<file path="src/rtl/audio_sample_stream_pkg.sv">
// Shared constants and FSM state type for the audio sample streamer.
// Constants here are the defaults for the module parameters.
package audio_pkg;
    localparam int          MEM_SIZE     = 250000;
    localparam int          HEADER_BYTES = 44;
    localparam int          ADDR_W       = 18;
    localparam int          FRAC_W       = 4;
    localparam logic [7:0]  SILENCE      = 8'h80;

    typedef enum logic [1:0] {
        ST_IDLE    = 2'd0,
        ST_FETCH   = 2'd1,
        ST_WAIT    = 2'd2,
        ST_PRESENT = 2'd3
    } state_e;
endpackage

</file>
<file path="src/rtl/audio_sample_stream_if.sv">
// ROM read port plus sample valid/ready handshake toward the PWM stage.
interface audio_sample_stream_if #(
    parameter int ADDR_W = audio_pkg::ADDR_W
);
    logic [ADDR_W-1:0] mem_addr;
    logic [7:0]        mem_rdata;
    logic [7:0]        sample_out;
    logic              sample_valid;
    logic              sample_ready;

    modport master (
        output mem_addr, sample_out, sample_valid,
        input  mem_rdata, sample_ready
    );
    modport slave (
        input  mem_addr, sample_out, sample_valid,
        output mem_rdata, sample_ready
    );
endinterface

</file>
<file path="src/rtl/audio_sample_stream_phase_acc.sv">
// Fixed-point playback position: integer part addresses the ROM, 4 fraction bits
// allow non-integer speeds. Wraps back to the first byte after the WAV header.
module audio_phase_acc #(
    parameter int MEM_SIZE     = audio_pkg::MEM_SIZE,
    parameter int HEADER_BYTES = audio_pkg::HEADER_BYTES,
    parameter int ADDR_W       = audio_pkg::ADDR_W
) (
    input  logic              clk,
    input  logic              rst_n,
    input  logic              step,
    input  logic              clear,
    input  logic [7:0]        speed,
    output logic [ADDR_W-1:0] addr,
    output logic              wrap
);
    import audio_pkg::*;

    localparam int                POS_W = ADDR_W + FRAC_W;
    localparam logic [POS_W-1:0]  HOME  = {ADDR_W'(HEADER_BYTES), FRAC_W'(0)};
    localparam logic [ADDR_W:0]   LIMIT = (ADDR_W + 1)'(MEM_SIZE);

    logic [POS_W-1:0] pos_q, pos_d;
    logic [POS_W:0]   sum;

    // One guard bit on the sum so a large step near the end cannot alias low.
    always_comb begin
        sum   = {1'b0, pos_q} + {{(POS_W + 1 - 8){1'b0}}, speed};
        wrap  = step && !clear && (sum[POS_W:FRAC_W] >= LIMIT);
        pos_d = pos_q;
        if (clear || wrap)
            pos_d = HOME;
        else if (step)
            pos_d = sum[POS_W-1:0];
    end

    always_ff @(posedge clk or negedge rst_n) begin
        if (!rst_n) pos_q <= HOME;
        else        pos_q <= pos_d;
    end

    assign addr = pos_q[POS_W-1:FRAC_W];
endmodule

</file>
<file path="src/rtl/audio_sample_stream.sv">
// Tick-driven ROM sample streamer: fetch one byte per accepted tick, present it
// on a valid/ready handshake, flag ticks that arrive while still busy.
module audio_sample_stream #(
    parameter int MEM_SIZE     = audio_pkg::MEM_SIZE,
    parameter int HEADER_BYTES = audio_pkg::HEADER_BYTES,
    parameter int ADDR_W       = audio_pkg::ADDR_W
) (
    input  logic                         clk,
    input  logic                         rst_n,
    input  logic                         enable,
    input  logic                         restart,
    input  logic [7:0]                   speed,
    input  logic                         sample_tick,
    output logic                         loop_pulse,
    output logic                         overrun,
    audio_sample_stream_if.master        bus
);
    import audio_pkg::*;

    state_e            state_q, state_d;
    logic [ADDR_W-1:0] mem_addr_q, mem_addr_d;
    logic [7:0]        sample_q, sample_d;
    logic              valid_q, valid_d;
    logic              overrun_q, overrun_d;
    logic              loop_q, loop_d;
    logic              step;
    logic              wrap;
    logic [ADDR_W-1:0] pos_addr;

    audio_phase_acc #(
        .MEM_SIZE     (MEM_SIZE),
        .HEADER_BYTES (HEADER_BYTES),
        .ADDR_W       (ADDR_W)
    ) u_acc (
        .clk   (clk),
        .rst_n (rst_n),
        .step  (step),
        .clear (restart),
        .speed (speed),
        .addr  (pos_addr),
        .wrap  (wrap)
    );

    always_comb begin
        state_d    = state_q;
        mem_addr_d = mem_addr_q;
        sample_d   = sample_q;
        valid_d    = valid_q;
        overrun_d  = overrun_q;
        step       = 1'b0;
        loop_d     = wrap;
        if (restart) begin
            // A tick coinciding with restart is simply dropped.
            state_d   = ST_IDLE;
            valid_d   = 1'b0;
            overrun_d = 1'b0;
        end else begin
            if (sample_tick && state_q != ST_IDLE)
                overrun_d = 1'b1;
            case (state_q)
                ST_IDLE: if (sample_tick && enable) begin
                    mem_addr_d = pos_addr;
                    step       = 1'b1;
                    state_d    = ST_FETCH;
                end
                ST_FETCH: state_d = ST_WAIT;
                ST_WAIT: begin
                    sample_d = bus.mem_rdata;
                    valid_d  = 1'b1;
                    state_d  = ST_PRESENT;
                end
                ST_PRESENT: if (bus.sample_ready) begin
                    valid_d = 1'b0;
                    state_d = ST_IDLE;
                end
                default: state_d = ST_IDLE;
            endcase
        end
    end

    always_ff @(posedge clk or negedge rst_n) begin
        if (!rst_n) begin
            state_q    <= ST_IDLE;
            mem_addr_q <= ADDR_W'(HEADER_BYTES);
            sample_q   <= SILENCE;
            valid_q    <= 1'b0;
            overrun_q  <= 1'b0;
            loop_q     <= 1'b0;
        end else begin
            state_q    <= state_d;
            mem_addr_q <= mem_addr_d;
            sample_q   <= sample_d;
            valid_q    <= valid_d;
            overrun_q  <= overrun_d;
            loop_q     <= loop_d;
        end
    end

    assign bus.mem_addr     = mem_addr_q;
    assign bus.sample_out   = sample_q;
    assign bus.sample_valid = valid_q;
    assign loop_pulse       = loop_q;
    assign overrun          = overrun_q;
endmodule

</file>
<file path="src/flat_wrapper.sv">
// flat-port wrapper written by rule: the top's interface ports become plain ports
module audio_sample_stream_flat import audio_pkg::*;
#(
    parameter int MEM_SIZE     = audio_pkg::MEM_SIZE,
    parameter int HEADER_BYTES = audio_pkg::HEADER_BYTES,
    parameter int ADDR_W       = audio_pkg::ADDR_W
)
  (clk, rst_n, enable, restart, speed, sample_tick, loop_pulse, overrun, bus_mem_addr, bus_sample_out, bus_sample_valid, bus_mem_rdata, bus_sample_ready);
  audio_sample_stream_if #(.ADDR_W(ADDR_W)) bus_i ();
  input  logic clk;
  input  logic rst_n;
  input  logic enable;
  input  logic restart;
  input  logic [7:0] speed;
  input  logic sample_tick;
  output logic loop_pulse;
  output logic overrun;
  output wire logic [$bits(bus_i.mem_addr)-1:0] bus_mem_addr;
  output wire logic [$bits(bus_i.sample_out)-1:0] bus_sample_out;
  output wire logic [$bits(bus_i.sample_valid)-1:0] bus_sample_valid;
  input wire logic [$bits(bus_i.mem_rdata)-1:0] bus_mem_rdata;
  input wire logic [$bits(bus_i.sample_ready)-1:0] bus_sample_ready;
  assign bus_mem_addr = bus_i.mem_addr;
  assign bus_sample_out = bus_i.sample_out;
  assign bus_sample_valid = bus_i.sample_valid;
  assign bus_i.mem_rdata = bus_mem_rdata;
  assign bus_i.sample_ready = bus_sample_ready;
  audio_sample_stream #(.MEM_SIZE(MEM_SIZE), .HEADER_BYTES(HEADER_BYTES), .ADDR_W(ADDR_W)) u_core (.clk(clk), .rst_n(rst_n), .enable(enable), .restart(restart), .speed(speed), .sample_tick(sample_tick), .loop_pulse(loop_pulse), .overrun(overrun), .bus(bus_i));
endmodule
</file>
<file path="config.mk">
export PLATFORM = sky130hd
export DESIGN_NAME = audio_sample_stream_flat
export DESIGN_NICKNAME = d
export VERILOG_FILES = /design/src/rtl/audio_sample_stream_pkg.sv /design/src/rtl/audio_sample_stream_if.sv /design/src/rtl/audio_sample_stream_phase_acc.sv /design/src/rtl/audio_sample_stream.sv /design/src/flat_wrapper.sv
export SDC_FILE = /design/constraint.sdc
export NUM_CORES = 1
export LEC_CHECK = 0
export ABC_CLOCK_PERIOD_IN_PS = 3200
export CAP_MARGIN = 10
export CORE_MARGIN = 2
export CORE_UTILIZATION = 48
export DETAILED_ROUTE_END_ITERATION = 7
export PLACE_DENSITY = 0.72
export SYNTH_ARGS = -nofsm -noshare
export SYNTH_HDL_FRONTEND = slang
export SYNTH_HIERARCHICAL = 1
export SYNTH_SLANG_ARGS = --single-unit
</file>
<file path="constraint.sdc">
create_clock -name clk -period 3.2 [get_ports clk]
set_clock_uncertainty 0.05 [all_clocks]
set_input_delay 0.64 -clock clk [delete_from_list [all_inputs] [get_ports clk]]
set_output_delay 0.64 -clock clk [all_outputs]
set_load 0.005 [all_outputs]
</file>
==> metrics.cfg, run 1 <==
[run_status]
status=finished, violations left
failed_checks=negative setup slack

[finish]
areaGrowthSynthToFinish_pct=32.6
commonest_cells_after_routing_fill_and_taps_aside=sky130_fd_sc_hd__buf_4 (49), sky130_fd_sc_hd__dfrtp_1 (46), sky130_fd_sc_hd__clkdlybuf4s50_1 (41)
post_route_utilization_pct=65.3
final_layout_size_suffix_gt1_share_pct=38.3
fill_cells=488
most_common_library_cell_in_the_layout_ignoring_fill_and_taps=sky130_fd_sc_hd__buf_4
final_nets=419
insertedDiodeCount=0

[global_route]
grtUsageMet2_pct=33.8
globalRouteMet3Util_pct=3.32
grt.busiest_layer=met2
via_count_of_the_first_global_routing_pass=2532
grt_overall_usage_pct=20.9
grt_util_met1_pct=28.8
grt_start_max_net_pins=54
first_pass_grt_wire_length_um=12400
grt_antenna_before_repair=0
grt-ovfl-total=0

[logic_synthesis]
synth_top_area_share_pct=34.8
yosysSeqAreaShare_pct=40.4
synth_area_leaders=sky130_fd_sc_hd__dfrtp_1 (35%), sky130_fd_sc_hd__mux2_2 (6.1%), sky130_fd_sc_hd__dfstp_2 (5.6%)
yosys-mux-area-fraction_pct=10.8
syn_area_per_cell_um2=10.7
mappedNetlistNets=342
synth-compound-area-share_pct=14.9
ys_warn_count=6
synthesis.area_mm2=0.00331
synth_simple_gate_area_share_pct=15.1
postSynthCellCount=308
postSynthRegisterBits=53
edff_count_synth=0
postSynth.asyncResetShare_pct=100
post_synth_fa_ha_maj_area_fraction_pct=4.77
synth_top_family_by_area=simple AND/OR/NAND/NOR gates
synth.distinct_cells=67
synth_flop_cell=sky130_fd_sc_hd__dfrtp_1
synthDominantAreaCellType=sky130_fd_sc_hd__dfrtp_1
synth_xor_xnor_area_share_pct=4.54

[cts]
clkTransAtPathRegs_ps=110
cts_inserted_buffers=5
clock_tree.htree_level_count=2
clock_latency_late_sink_ps=320
clk_path_buf_depth=2
tritoncts=done
clock-root-buffer=sky130_fd_sc_hd__clkbuf_8
clkSinkCount=53

[routing]
num_vias=2688
drc=0
route.antenna.remaining_nets=0
route.final.wire_length_um=8120
detail_route.vias_per_cell=5.77
wire_per_inst_um=17.4
detailedRoute.firstIterationViolations=206
drt_pass1_iterations=4

[die]
core-area_mm2=0.00672
die_outline_height_um=87
design.portCount=51
die_width_um=87
row_count=30
dieArea_mm2=0.00757
initial_utilization_pct=49.2

[pwr]
pd_cells_mw_per_mm2=427
largest_vdd_supply_drop_mv=0.180
p_total_uw=1870
leakage_uw=0.00192

[placed_design]
place_worst_setup_slack_ps=-651
place.detailed.hpwl_um=5000
replace_congestion=0.844
placement.io_buffers=50

[sta]
max-slew-margin-rel_pct=56.3
finalHoldViolCount=0
postLayoutSetupSlackWorst_ps=-0.355
fmax_mhz=312
setup-violations-final=1
timing_max_transition_violations_final=0
final_min_period_over_clock_period_pct=100
rsz0062_at_grt=true
min_period_ps=3200
worst_slew_pin_slew_ps=656

[setup_path]
r2r_cells=10
kind_of_launch_point_of_the_worst_setup_path=flip-flop
setup.worst_path.class=reg -> reg
critical_path.endpoint_type=flip-flop
worstPathRequired_ps=3410
critical_path.max_fanout=5
worstReg2RegEnd=u_core/u_acc/pos_q[18]
data_arrival_time_of_the_critical_path_ps=3410
reg2reg_from=u_core/u_acc/pos_q[6]
r2r_slack_ps=-0.4

[worst_hold_path]
class_of_the_tightest_hold_or_removal_check=in -> async

[job]
maxCapViolations=0

[critical path: stages, from the launching register on]
cell and delay (ps):
sky130_fd_sc_hd__dfstp_2 610, sky130_fd_sc_hd__ha_4 240, sky130_fd_sc_hd__a211oi_4 280, sky130_fd_sc_hd__o22ai_2 170
sky130_fd_sc_hd__o211a_1 280, sky130_fd_sc_hd__o22ai_2 250, sky130_fd_sc_hd__nand2_2 110, sky130_fd_sc_hd__nor4_4 430
sky130_fd_sc_hd__o21ai_2 130, sky130_fd_sc_hd__or4_4 430, sky130_fd_sc_hd__a21oi_2 140
[stage by stage]
step | setup TNS (ps) | hold WS, ps | instances | cell area [um2]
6_report | -0.355 | 355 | 466 | 4390
5_1_grt | -406 | 439 | 466 | 4390
4_1_cts | 0 | 400 | 458 | 4240
3_5_place_dp | -13310 | 433 | 438 | 3910
3_3_place_gp | -11490 | 425 | 438 | 3910
2_1_floorplan | 0 | 294 | 308 | 3340
[flip-flops by register name, summed over array words and instances, names as in the netlist]
register                 flops
u_core/u_acc/pos_q          22
u_core/bus.sample_out        8
u_core/loop_pulse            1
u_core/state_q               2
u_core/bus.sample_valid      1
u_core/overrun               1
u_core/bus.mem_addr         18
[power by group]
group / total [uW] / internal [uW] / switching (uW)
registers: 837 / 775 / 62.4
clock network: 410 / 160 / 250
logic: 626 / 365 / 261
total: 1870 / 1300 / 574
[logic make-up (layout without fill, tap and decap cells)]
kind of cell    Yosys count  in the layout
compound gates           65             66
xor+xnor                 15             15
fa+ha+maj                12             12
buf+inv                  45            122
flops                    53             53
mux                      29             29
simple gates             89             89
[synth_stat cells (all sizes together), types with 2 or more instances]
| master | count |
|---|---|
| nand4 | 6 |
| and3 | 2 |
| o22ai | 4 |
| ha | 11 |
| nand2b | 6 |
| o211ai | 3 |
| nor3 | 8 |
| clkbuf | 5 |
| dfstp | 7 |
| nand3 | 7 |
| mux2i | 2 |
| o21ai | 9 |
| o31a | 2 |
| and2 | 3 |
| dfrtp | 46 |
| o21a | 5 |
| o41ai | 2 |
| inv | 14 |
| buf | 26 |
| xnor2 | 6 |
| mux2 | 27 |
| a21oi | 17 |
| xor2 | 9 |
| a22o | 4 |
| a21o | 4 |
| a211oi | 5 |
| nor4 | 4 |
| or2 | 2 |
| nand2 | 18 |
| nor2 | 25 |
| o211a | 3 |
| nor2b | 3 |
[area by class of cell]
type / count / area, um2 / share of cell area (%)
Clock buffer: 5 / 68.8 / 1.57
Clock inverter: 3 / 26.3 / 0.599
Inverter: 14 / 52.6 / 1.20
Multi-Input combinational cell: 211 / 1940 / 44.3
Sequential cell: 53 / 1340 / 30.4
Tap cell: 80 / 100 / 2.28
Timing Repair Buffer: 100 / 860 / 19.6
[worst max path at each step]
| stage | cells after the start | slack [ps] | startpoint | end |
|---|---|---|---|---|
| 2_1_floorplan | 12 | 0.2 | speed[0] | u_core/u_acc/pos_q[21] |
| 3_3_place_gp | 12 | -570 | speed[6] | u_core/u_acc/pos_q[2] |
| 3_5_place_dp | 13 | -650 | speed[0] | u_core/u_acc/pos_q[2] |
| 4_1_cts | 12 | 20 | speed[2] | u_core/u_acc/pos_q[18] |
| 5_1_grt | 12 | -90 | u_core/u_acc/pos_q[2] | u_core/u_acc/pos_q[15] |
| 6_report | 10 | -0.4 | u_core/u_acc/pos_q[6] | u_core/u_acc/pos_q[18] |
[routing by layer]
metal / vias to the layer above / share of wire, % / wire, um
li1: 1232 / - / -
met5: - / 0 / 0
met2: 106 / 48 / 3920
met3: 22 / 6.0 / 487
met4: 0 / 3.0 / 246
met1: 1328 / 43 / 3470
[what timing repair did]
action                                  4_1_cts  5_1_grt
buffers inserted                             11        9
endpoints found under the setup margin       23       18
hold buffers                                  0        0
cloned                                        1        0
endpoints found under the hold margin         0        0
pin swaps                                    28       26
resized for setup                            36       25
No activity file was read; power rests on OpenSTA's default activity.
==> inputs of run 2 (changes only) <==
GPL_ROUTABILITY_DRIVEN = 0   (was unset)
PLACE_DENSITY = 0.73   (was 0.72)
SYNTH_HIERARCHICAL = unset   (was 1)
==> metrics.cfg, run 2 <==
[cts]
clock_tree.htree_level_count=2  ; unchanged
clock-root-buffer=sky130_fd_sc_hd__clkbuf_8
tritoncts=done
cts_hold_buffers=0  ; unchanged
clkSinkCount=53  ; unchanged
clk_path_buf_depth=2  ; unchanged
clock_latency_late_sink_ps=320  ; about the same
cts_inserted_buffers=5  ; unchanged
clkTransAtPathRegs_ps=100  ; about the same

[logic_synthesis]
postSynthRegisterBits=53  ; unchanged
synth_top_area_share_pct=37.1  ; +2.2 points
syn_area_per_cell_um2=10.1  ; -5.7%
yosys.cell_count.top_type=sky130_fd_sc_hd__dfrtp_1
yosysSeqAreaShare_pct=43.0  ; +2.6 points
ys_warn_count=0  ; -6
synth_flop_cell=sky130_fd_sc_hd__dfrtp_1
post_synth_fa_ha_maj_area_fraction_pct=5.48  ; +0.71 points
synthesis.area_mm2=0.00311  ; -6.1%
postSynthCellCount=307  ; -0.32%
synth_top_family_by_area=compound AO/OA/AOI/OAI gates
synth_area_leaders=sky130_fd_sc_hd__dfrtp_1 (37%), sky130_fd_sc_hd__mux2_2 (9.1%), sky130_fd_sc_hd__dfstp_2 (5.9%)
synth.distinct_cells=57  ; -15%
yosys-mux-area-fraction_pct=9.75  ; -1.1 points
mappedNetlistNets=342  ; unchanged
synth_xor_xnor_area_share_pct=1.97  ; -2.6 points
synthDominantAreaCellType=sky130_fd_sc_hd__dfrtp_1
synth_simple_gate_area_share_pct=15.1  ; -0.034 points
edff_count_synth=0  ; unchanged
synth-compound-area-share_pct=20.2  ; +5.2 points
commonest_cells_post_synth=sky130_fd_sc_hd__dfrtp_1 (46), sky130_fd_sc_hd__nor2_1 (26), sky130_fd_sc_hd__mux2_2 (25)
postSynth.asyncResetShare_pct=100  ; unchanged

[pwr]
leakage_uw=0.00195  ; +1.5%
pd_cells_mw_per_mm2=512  ; +20%
largest_vdd_supply_drop_mv=0.432  ; +140%

[finish]
insertedDiodeCount=0  ; unchanged
finish.instance_area_mm2=0.00448  ; +2.1%
final_nets=444  ; +6.0%
multiInputGateArea_mm2=0.00191  ; -1.9%
fill_cells=444  ; -9.0%
sequential_cell_area_mm2=0.00134  ; unchanged
final_layout_size_suffix_gt1_share_pct=37.6  ; -0.78 points
commonest_cells_after_routing_fill_and_taps_aside=sky130_fd_sc_hd__buf_4 (62), sky130_fd_sc_hd__dfrtp_1 (46), sky130_fd_sc_hd__clkdlybuf4s50_1 (41)
largest_reg_flops=22  ; unchanged
most_common_library_cell_in_the_layout_ignoring_fill_and_taps=sky130_fd_sc_hd__buf_4
reg_with_most_ffs=u_core.u_acc.pos_q
areaGrowthSynthToFinish_pct=44.1
post_route_utilization_pct=70.9  ; +5.6 points

[routing]
route.final.wire_length_um=7960  ; -2.0%
detailedRoute.firstIterationViolations=141  ; -32%
drc=0  ; unchanged
wire_per_inst_um=16.3  ; -6.2%
route.antenna.remaining_nets=0  ; unchanged
num_vias=2824  ; +5.1%
detail_route.vias_per_cell=5.80  ; +0.53%
drt_pass1_iterations=6  ; +2

[setup_path]
critical_path.endpoint_type=flip-flop
setup.worst_path.class=in -> reg
critical_path.max_fanout=8  ; +3
kind_of_launch_point_of_the_worst_setup_path=input port
data_arrival_time_of_the_critical_path_ps=3460  ; +50 ps
worstPathRequired_ps=3400  ; about the same

[global_route]
grt-ovfl-total=0  ; unchanged
grt_antenna_before_repair=0  ; unchanged
grt_overall_usage_pct=23.3  ; +2.5 points
first_pass_grt_wire_length_um=13600  ; +9.8%
via_count_of_the_first_global_routing_pass=2930  ; +16%
grt_start_max_net_pins=54  ; unchanged

[sta]
finalHoldViolCount=0  ; unchanged
timing_max_transition_violations_final=0  ; unchanged
min_period_ps=3260  ; +58.3 ps
worst_slew_pin_slew_ps=662  ; +6.10 ps
max-slew-margin-rel_pct=55.8  ; -0.50 points
final_min_period_over_clock_period_pct=102  ; +1.8 points
fmax_mhz=307  ; -1.8%
rsz0062_at_grt=true
setup-violations-final=4  ; +3
postLayoutSetupSlackWorst_ps=-58.7  ; -58.3 ps

[die]
die_width_um=84.5  ; -2.9%
row_count=29  ; -3.3%
initial_utilization_pct=49.2  ; about the same
core-area_mm2=0.00631  ; -6.0%
dieArea_mm2=0.00713  ; -5.8%
die_outline_height_um=84.5  ; -2.9%
design.portCount=51  ; unchanged

[run_status]
status=finished, violations left
failed_checks=negative setup slack

[job]
maxCapViolations=0  ; unchanged

[worst_hold_path]
class_of_the_tightest_hold_or_removal_check=in -> async

[placed_design]
place.detailed.hpwl_um=5100  ; +2.0%
post_dp_cell_area_mm2=0.00403  ; +3.1%
placement.io_buffers=50  ; unchanged

## run 2: changes by cell type after synthesis, sizes merged, moves of 4 or more
| cell | before | now |
|---|---|---|
| nand2 | 18 | 24 |
| o31ai | 0 | 4 |
| xor2 | 9 | 5 |
| o21a | 5 | 0 |
| a21o | 4 | 8 |
| clkbuf | 5 | 17 |
| a2111oi | 1 | 6 |
| inv | 14 | 10 |
| xnor2 | 6 | 2 |
| and3 | 2 | 6 |
| buf | 26 | 5 |
## run 2: worst paths after layout
path,from,slack (ps),depth (start not counted),end
worst max-delay path,speed[7],-60,12,u_core.u_acc.pos_q[18]
worst min-delay path,rst_n,380,2,u_core.bus.mem_addr[0]
worst max register to register,u_core.u_acc.pos_q[7],-60,11,u_core.u_acc.pos_q[18]
worst min register to register,u_core.bus.mem_addr[14],450,2,u_core.bus.mem_addr[14]
max in group asynchronous,rst_n,2290,2,u_core.u_acc.pos_q[18]
min in group clk,u_core.bus.mem_addr[14],450,2,u_core.bus.mem_addr[14]
## run 2: power breakdown
part | internal (uW) | total, uW | switching, uW
logic | 555 | 984 | 429
registers | 822 | 903 | 81.7
clock network | 160 | 405 | 245
## run 2: what timing repair did
action | 4_1_cts | 5_1_grt
hold endpoints to repair | 0 | 0
pin swaps | 23 | 9
cloned | 0 | 0
setup buffers | 18 | 0
resized for setup | 48 | 14
endpoints found under the setup margin | 23 | 23
## run 2: logic make-up (layout without fill, tap and decap cells)
| kind of cell | count (synthesis) | in the layout |
|---|---|---|
| AO/OA/AOI/OAI | 81 | 81 |
| XOR/XNOR | 7 | 7 |
| adder cells (fa/ha/maj) | 13 | 13 |
| buffers and inverters | 32 | 135 |
| flip-flops | 53 | 53 |
| multiplexers | 27 | 27 |
| AND/OR/NAND/NOR | 94 | 94 |
## run 2: area by class of cell
type	instances	area share, %
clock buffers	5	1.54
inverters	10	0.839
multi-input cells	222	42.6
flip-flops and latches	53	29.8
well taps	77	2.15
clock inverters	3	0.559
repair buffers	117	22.5
## run 2: per-layer routing
layer	vias up	GRT usage, %	routed length [um]
met4	0	7.65	170
met2	97	38.5	3910
met5	-	0	0
met1	1378	31.7	3510
met3	22	3.83	361
li1	1327	-	-
## run 2: critical path: stages
cell and delay [ps]:
sky130_fd_sc_hd__clkdlybuf4s15_1 210, sky130_fd_sc_hd__ha_4 260, sky130_fd_sc_hd__a21oi_4 150, sky130_fd_sc_hd__o211ai_1 140, sky130_fd_sc_hd__or2_1 280, sky130_fd_sc_hd__a2111o_1 370, sky130_fd_sc_hd__and3_1 170, sky130_fd_sc_hd__o221a_1 250
sky130_fd_sc_hd__o311a_4 340, sky130_fd_sc_hd__buf_6 150, sky130_fd_sc_hd__or3b_4 390, sky130_fd_sc_hd__a21oi_2 110
## run 2: per-stage QoR
stage | total power, uW | setup slack (ps) | setup TNS (ps) | hold slack (ps) | std cells
after floorplan | 1340 | -201 | -1600 | 294 | 307
after global placement | 1730 | -782 | -15490 | 411 | 461
after detailed placement | 1760 | -981 | -17500 | 440 | 461
after CTS | 2270 | -58.6 | -171 | 402 | 487
after global routing | 2430 | -181 | -1850 | 430 | 487
final | 2290 | -58.7 | -85.0 | 377 | 487
==> inputs of run 3 (changes only) <==
CORE_MARGIN = 1.5   (was 2)
==> metrics.cfg, run 3 (synthesis gave the netlist of run 2 again) <==
[routing]
route.antenna.remaining_nets=0  ; unchanged
detailedRoute.firstIterationViolations=335  ; +140%
drt_pass1_iterations=4  ; -2
detail_route.vias_per_cell=5.84  ; +0.70%
wire_per_inst_um=16.2  ; -0.74%
route.final.wire_length_um=7870  ; -1.1%
drc=0  ; unchanged
num_vias=2832  ; +0.28%

[run_status]
status=finished, violations left
failed_checks=negative setup slack

[sta]
final_min_period_over_clock_period_pct=103  ; +1.4 points
finalHoldViolCount=0  ; unchanged
max-slew-margin-rel_pct=30.1  ; -26 points
worst_slew_pin_slew_ps=1050  ; +384 ps
postLayoutSetupSlackWorst_ps=-102  ; -43.8 ps
timing_max_transition_violations_final=0  ; unchanged
fmax_mhz=303  ; -1.3%
setup-violations-final=10  ; +6
rsz0062_at_grt=true
min_period_ps=3300  ; +43.8 ps

[pwr]
comb_power_share_pct=42.3  ; -0.6 points
pd_cells_mw_per_mm2=504  ; -1.6%
power.switching_uw=746  ; -1.3%
leakage_uw=0.00194  ; -0.42%
p_seq_share_pct=39.8  ; +0.4 points
cellInternalPower_uw=1530  ; -0.61%
proportion_of_power_drawn_by_the_clock_network_pct=17.9  ; +0.2 points
largest_vdd_supply_drop_mv=0.459  ; +6.3%
swShare_pct=32.8  ; -0.16 points
p_total_uw=2270  ; -0.85%

[job]
maxCapViolations=0  ; unchanged

[setup_path]
kind_of_launch_point_of_the_worst_setup_path=input port
r2r_cells=10  ; -1
setup.worst_path.class=in -> reg
worstPathRequired_ps=3350  ; -50 ps
r2r_slack_ps=-90  ; -30 ps
reg2reg_from=u_core.u_acc.pos_q[7]
worstReg2RegEnd=u_core.u_acc.pos_q[10]
timing.critical_path.from=speed[4]
critical_path.max_stage_delay_ps=380  ; about the same
data_arrival_time_of_the_critical_path_ps=3450  ; about the same
critical_path.max_fanout=6  ; -2
path_cells=clkdlybuf4s15_1, ha_4, a21oi_2, o211ai_1, or2_1, a2111o_1, and3_1, o221a_1, o311a_4, buf_4, a211oi_1
worst_path_max_delay_cell=sky130_fd_sc_hd__a2111o_1
critical_path.endpoint_type=flip-flop

[global_route]
grt_start_max_net_pins=54  ; unchanged
via_count_of_the_first_global_routing_pass=2832  ; -3.3%
grt_overall_usage_pct=23.1  ; -0.22 points
first_pass_grt_wire_length_um=13200  ; -3.3%
grt-ovfl-total=0  ; unchanged
grt_antenna_before_repair=0  ; unchanged

[die]
row_count=29  ; unchanged
initial_utilization_pct=49.2  ; unchanged
die_width_um=83.5  ; -1.2%
die_outline_height_um=83.5  ; -1.2%
design.portCount=51  ; unchanged
core-area_mm2=0.00631  ; unchanged
dieArea_mm2=0.00696  ; -2.4%

[placed_design]
placement.io_buffers=50  ; unchanged
place.detailed.hpwl_um=5000  ; -2.0%
place_worst_setup_slack_ps=-941  ; +40.7 ps

[finish]
final_layout_size_suffix_gt1_share_pct=38.2  ; +0.67 points
areaGrowthSynthToFinish_pct=45.2
largest_reg_flops=22  ; unchanged
commonest_cells_after_routing_fill_and_taps_aside=sky130_fd_sc_hd__buf_4 (60), sky130_fd_sc_hd__dfrtp_1 (46), sky130_fd_sc_hd__clkdlybuf4s50_1 (41)
insertedDiodeCount=0  ; unchanged
fill_cells=473  ; +6.5%
reg_with_most_ffs=u_core.u_acc.pos_q
sequential_cell_area_mm2=0.00134  ; unchanged
most_common_library_cell_in_the_layout_ignoring_fill_and_taps=sky130_fd_sc_hd__buf_4
multiInputGateArea_mm2=0.00197  ; +3.3%
final_nets=442  ; -0.45%

[cts]
clock_latency_late_sink_ps=310  ; about the same
clk_path_buf_depth=2  ; unchanged
clkTransAtPathRegs_ps=110  ; about the same
clock_tree.htree_level_count=2  ; unchanged
cts_inserted_buffers=5  ; unchanged
cts_hold_buffers=0  ; unchanged
clock-root-buffer=sky130_fd_sc_hd__clkbuf_8
clkSinkCount=53  ; unchanged
tritoncts=done

[worst_hold_path]
class_of_the_tightest_hold_or_removal_check=in -> async

## run 3: per-layer routing
layer | vias up | GRT usage [%] | wire (um)
li1 | 1336 | - | -
met2 | 92 | 37.7 | 3750
met5 | - | 0 | 0
met1 | 1387 | 31.9 | 3560
met3 | 17 | 4.15 | 410
met4 | 0 | 6.71 | 146
## run 3: timing repair
| action | in CTS | in global routing |
|---|---|---|
| buffers inserted | 7 | 3 |
| gates resized for setup | 43 | 26 |
| pin swaps | 22 | 15 |
| cloned | 1 | 0 |
| endpoints found under the hold margin | 0 | 0 |
| endpoints found under the setup margin | 23 | 23 |
## run 3: worst max-delay path by stage
stage | endpoint | cells past startpoint
after floorplan | u_core.u_acc.pos_q[18] | 14
after global placement | u_core.u_acc.pos_q[9] | 13
after detailed placement | u_core.u_acc.pos_q[8] | 13
after CTS | u_core.u_acc.pos_q[18] | 12
after global routing | u_core.u_acc.pos_q[10] | 11
final | u_core.u_acc.pos_q[10] | 11
## run 3: power by group through the flow
stage | Combinational (uW) | Sequential [uW] | Clock [uW]
2_1_floorplan | 433 | 909 | 0
3_3_place_gp | 837 | 905 | 0
3_5_place_dp | 851 | 910 | 0
4_1_cts | 912 | 905 | 423
5_1_grt | 1040 | 922 | 458
6_report | 960 | 905 | 407
## run 3: stage by stage
step | TNS, ps | cells | hold slack [ps] | util, % | area, um2
3_3_place_gp | -17910 | 466 | 412 | 64.4 | 4070
5_1_grt | -1640 | 485 | 448 | 71.4 | 4510
3_5_place_dp | -19390 | 466 | 419 | 64.4 | 4070
6_report | -235 | 485 | 386 | 71.4 | 4510
2_1_floorplan | -1600 | 307 | 294 | - | 3160
4_1_cts | -138 | 482 | 410 | 69.2 | 4370
## run 3: layout make-up
cell class,instances,share of cell area [%]
clock inverters,3,0.583
multi-input cells,223,43.7
inverters,10,0.832
well taps,77,2.14
flip-flops and latches,53,29.6
clock buffers,5,1.53
repair buffers,114,21.7
## run 3: worst max-delay path, delay by kind of cell
family | cells | cell delay (ps)
buffers and inverters | 2 | 390
AO/OA/AOI/OAI | 6 | 1690
adder cells (fa/ha/maj) | 1 | 270
AND/OR/NAND/NOR | 2 | 470
